[config.mk]
export PLATFORM = sky130hd
export DESIGN_NAME = video_mem_scheduler
export DESIGN_NICKNAME = d
export VERILOG_FILES = /design/src/rtl/video_mem_scheduler.sv
export SDC_FILE = /design/constraint.sdc
export NUM_CORES = 1
export LEC_CHECK = 0
export CAP_MARGIN = 10
export CORE_MARGIN = 1
export CORE_UTILIZATION = 47
export DETAILED_ROUTE_END_ITERATION = 16
export PLACE_DENSITY = 0.86
export SETUP_SLACK_MARGIN = 0.2
export SYNTH_ARGS = -nofsm -noshare
export SYNTH_HDL_FRONTEND = slang
export SYNTH_SLANG_ARGS = --single-unit
[constraint.sdc]
create_clock -name clk -period 6.5 [get_ports clk]
set_input_delay 1.3 -clock clk [delete_from_list [all_inputs] [get_ports clk]]
set_output_delay 1.3 -clock clk [all_outputs]
set_load 0.1 [all_outputs]
[src/rtl/video_mem_scheduler.sv]
// video_mem_scheduler: slot/priority arbiter for the shared graphics memory port.
// One outstanding transaction, timeout abort, per-frame missed-slot statistics.
module video_mem_scheduler #(
  parameter int TIMEOUT = 63,
  parameter int AW = 22
) (
  input  logic          clk,
  input  logic          reset_n,
  input  logic          ce_pixel,
  input  logic [8:0]    hcnt,
  input  logic [8:0]    vcnt,
  input  logic          hblank,
  input  logic          vblank,
  input  logic [3:0]    req,
  input  logic [AW-1:0] req_addr0,
  input  logic [AW-1:0] req_addr1,
  input  logic [AW-1:0] req_addr2,
  input  logic [AW-1:0] req_addr3,
  output logic [3:0]    ack,
  output logic          mem_req,
  output logic [AW-1:0] mem_addr,
  input  logic          mem_ack,
  output logic [3:0]    grant,
  output logic          err,
  output logic [15:0]   miss_last
);

  typedef enum logic {IDLE, BUSY} state_t;

  state_t        state;
  logic [7:0]    tcnt;
  logic [1:0]    rr;
  logic [15:0]   miss_cnt;
  logic          active;
  logic          hbl;
  logic [1:0]    slot;
  logic [2:0]    rr_pick;
  logic [1:0]    rr_next;
  logic [3:0]    win;
  logic [AW-1:0] win_addr;
  logic          own_req;
  logic          miss;
  logic          frame;

  assign active = !hblank && !vblank;
  assign hbl    = hblank && !vblank;
  assign slot   = hcnt[1:0];

  // rr names the requester with highest priority for the next slot 3
  always_comb begin
    rr_pick = '0;
    unique case (rr)
      2'd1: rr_pick = req[1] ? 3'b010 : req[2] ? 3'b100 :
                      req[0] ? 3'b001 : 3'b000;
      2'd2: rr_pick = req[2] ? 3'b100 : req[0] ? 3'b001 :
                      req[1] ? 3'b010 : 3'b000;
      default: rr_pick = req[0] ? 3'b001 : req[1] ? 3'b010 :
                         req[2] ? 3'b100 : 3'b000;
    endcase
  end

  always_comb begin
    rr_next = 2'd0;
    if (rr_pick[0]) rr_next = 2'd1;
    else if (rr_pick[1]) rr_next = 2'd2;
  end

  always_comb begin
    win = '0;
    unique case (1'b1)
      vblank: win = req[3] ? 4'b1000 : req[2] ? 4'b0100 :
                    req[0] ? 4'b0001 : req[1] ? 4'b0010 : 4'b0000;
      hbl: win = req[2] ? 4'b0100 : req[0] ? 4'b0001 :
                 req[1] ? 4'b0010 : 4'b0000;
      active: begin
        if (ce_pixel) begin
          if (slot == 2'd3) win = {1'b0, rr_pick};
          else win = req & (4'b0001 << slot);
        end
      end
      default: win = '0;
    endcase
  end

  always_comb begin
    win_addr = req_addr0;
    unique case (1'b1)
      win[1]: win_addr = req_addr1;
      win[2]: win_addr = req_addr2;
      win[3]: win_addr = req_addr3;
      default: win_addr = req_addr0;
    endcase
  end

  assign own_req = (slot == 2'd3) ? |req[2:0] : req[slot];
  assign miss    = ce_pixel && active && own_req && (state == BUSY);
  assign frame   = ce_pixel && (vcnt == 9'd0) && (hcnt == 9'd0);

  always_ff @(posedge clk) begin
    if (!reset_n) begin
      state     <= IDLE;
      grant     <= '0;
      mem_req   <= 1'b0;
      mem_addr  <= '0;
      ack       <= '0;
      err       <= 1'b0;
      tcnt      <= '0;
      rr        <= 2'd0;
      miss_cnt  <= '0;
      miss_last <= '0;
    end else begin
      ack <= '0;
      err <= 1'b0;
      if (frame) begin
        miss_last <= miss_cnt;
        miss_cnt  <= {15'd0, miss};
      end else if (miss && miss_cnt != 16'hFFFF) begin
        miss_cnt <= miss_cnt + 16'd1;
      end
      unique case (state)
        IDLE: begin
          if (|win) begin
            state    <= BUSY;
            grant    <= win;
            mem_req  <= 1'b1;
            mem_addr <= win_addr;
            tcnt     <= 8'd1;
            if (active && slot == 2'd3) rr <= rr_next;
          end
        end
        BUSY: begin
          if (mem_ack) begin
            ack     <= grant;
            grant   <= '0;
            mem_req <= 1'b0;
            state   <= IDLE;
          end else if (tcnt == 8'(TIMEOUT)) begin
            err     <= 1'b1;
            grant   <= '0;
            mem_req <= 1'b0;
            state   <= IDLE;
          end else begin
            tcnt <= tcnt + 8'd1;
          end
        end
        default: state <= IDLE;
      endcase
    end
  end

endmodule

==> metrics.cfg <==
[power_and_ir_drop]
ir_drop_mv = 0.135
p_per_area_nw_per_um2 = 216
p_leak_nw = 2.01

[final_layout]
areaGrowthSynthToFinish_pct = 43.7
nNetsFinal = 741
stdcell_count = 731
nFillCells = 633
drive_gt1_share_pct = 7.03
final_core_util_pct = 70.6
n_antenna_cell = 0

[global_route]
grt_max_degree = 57
antenna_found_initial = 0
grt_use_total_pct = 27.4
grt_first_pass_wirelength_um = 19200
grt_pass1_vias = 4114
grt_overflow_total = 0

[sta]
fin_setup_tns_ps = 0
hold_viol = 0
rsz0062_at_grt = false
final.setup_skew_ps = 9.94
min_period_over_period_pct = 67.8
slew_headroom_pct = 15.5
slew_violations = 0
max_freq_mhz = 227
tightest_slew_ps = 1270
fin_ws_ps = 2090
finalSetupViolCount = 0
layout_min_cycle_time_ps = 4410

[critical_path]
critPathLaunchType = input port
crit_fanout = 32
critPathSlowestCell = nor3b_1
rrSetupSlack_ps = 3070
worstPathArrival_ps = 4640
crit_type = input port to flip-flop
path_common_cell = nor2_1
path_cells = clkdlybuf4s50_1 -> nor3b_1 -> nor2_1 -> o211a_1 -> a31oi_4 -> buf_4 -> nand2b_1 -> nor2_1
cpPeakStageDelay_ps = 820
cp-end-kind = flip-flop
critical_path_required_ps = 6740

[route]
drc = 0
wire_per_inst_um = 16.5
first_pass_iters = 7
wirelength_um = 12100
vias = 4188
drtIter0Drc = 266
ant_nets = 0
via_per_inst = 5.73

[die]
num_rows = 33
die_x_um = 95.4
core_area_um2 = 8340
start_util_pct = 49.1
die-area_um2 = 9100
io_pins = 164
fp.dieH_um = 95.4

[job]
maxCapViolations = 0

[worst_hold_path]
hp-class = flip-flop to flip-flop

[synthesis]
synth_top_cell_by_area = dfxtp_1
syn_area_um2 = 4100
synthFlopType = dfxtp_1
ys_seq_area_share_pct = 36.6
synth_cell_types = 59
syn_avg_cell_area_um2 = 8.58
ys_seq_elements = 75
syn_nets = 598
synth_edf_count = 0
yosys_warnings = 0
synth_area_leaders = dfxtp_1, nor3_1, nand2_1
syn_inst = 478
netlist.area_leader.share_pct = 36.6
synthTopCellsByCount = dfxtp_1, nand2_1, nor3_1
yosysMostFrequentCell = dfxtp_1
async_flop_share_pct = 0

[clock_network]
cts_max_level = 3
cts.repair.resized = 0
postCtsSetupRepairBufs = 0
cts_max_path_buffers = 2
path_clk_slew_ps = 80
root_buffer = clkbuf_8
ctsHoldBuffers = 0
tritoncts = done
cts_inserted_buffers = 9
clkSinkCount = 75
clk_latency_ps = 350

[placement]
portBuffers = 163
dp_hpwl_um = 9010
globalplace.congestion = 0.921
pre_cts_ws_ps = 1840
dp_cells = 715

[status]
status = completed

## path summary, 6_finish.rpt
check	cells after the start	startpoint	end
worst max-delay path	8	req[0]	tcnt[3]
worst min-delay path	2	mem_addr[11]	mem_addr[11]
worst max register to register	9	rr[0]	tcnt[3]
worst min register to register	2	mem_addr[11]	mem_addr[11]
## routing by layer
| metal | share of wire (%) | global-route usage [%] | wire length (um) | up-vias |
|---|---|---|---|---|
| li1 | - | - | - | 2035 |
| met1 | 40 | 31.4 | 4850 | 1935 |
| met2 | 50 | 49.3 | 5990 | 184 |
| met3 | 7.2 | 6.22 | 866 | 34 |
| met4 | 2.9 | 10.3 | 351 | 0 |
| met5 | 0 | 0 | 0 | - |
## sequential cells by signal (all words and copies together) (netlist names)
name	cells
mem_req	1
mem_addr	22
err	1
state	1
rr	2
ack	4
tcnt	8
miss_last	16
miss_cnt	16
grant	4
## layout by cell type (no fill, tap or decap), drive strengths merged, types with 3 or more instances in the layout
cell and n:
clkdlybuf4s50 162, dfxtp 75, nand2 55, nor3 50, nor2 29, o21ai 27
nor2b 19, inv 16, mux2i 16, nand3 16, a31oi 14, xnor2 13
a222oi 12, clkbuf 12, o221ai 10, o2bb2ai 10, and2 9, xor2 7
nor4 6, nand2b 5, and3 5, nand4 5, a21oi 4, nor4b 4
ha 4, nor3b 4, o211a 3, and4 3, o22ai 3, o2111ai 3
clkinv 3, buf 3
## logic make-up after synthesis
logic type,Yosys count,synth area share [%]
simple gates,215,27.8
compound gates,99,20.2
flops,75,36.6
buf+inv,49,5.98
xor+xnor,20,4.27
fa+ha+maj,4,1.22
mux,16,3.91
## power by group
part	switching [mW]	internal, mW	total [mW]
clock	0.169	0.198	0.367
sequential	0.0157	0.483	0.499
combinational	0.266	0.144	0.409
total	0.450	0.825	1.27
## final cells by class
class                      instances  area, um2  share of cell area [%]
clock buffer                      12        155                    2.63
clock inverter                     4       48.8                   0.828
inverter                          16       60.1                    1.02
multi-input combinational        354       2350                    39.9
sequential                        75       1500                    25.5
tap                              105        131                    2.23
timing repair buffer             165       1640                    27.9
## worst max-delay path: cells and delay by family
kind / cells / cell delay [ps]
AND/OR/NAND/NOR: 4 / 1410
buffers and inverters: 2 / 950
AO/OA/AOI/OAI: 2 / 970
## metrics by stage
step	instance area (um2)	power, mW	hold WS (ps)
after global placement	5690	0.908	464
after global routing	5890	1.32	499
final	5890	1.27	483
after detailed placement	5690	0.915	472
after floorplan	4100	0.781	453
after CTS	5890	1.28	483
Note: power is estimated with default switching activity, not from simulation.
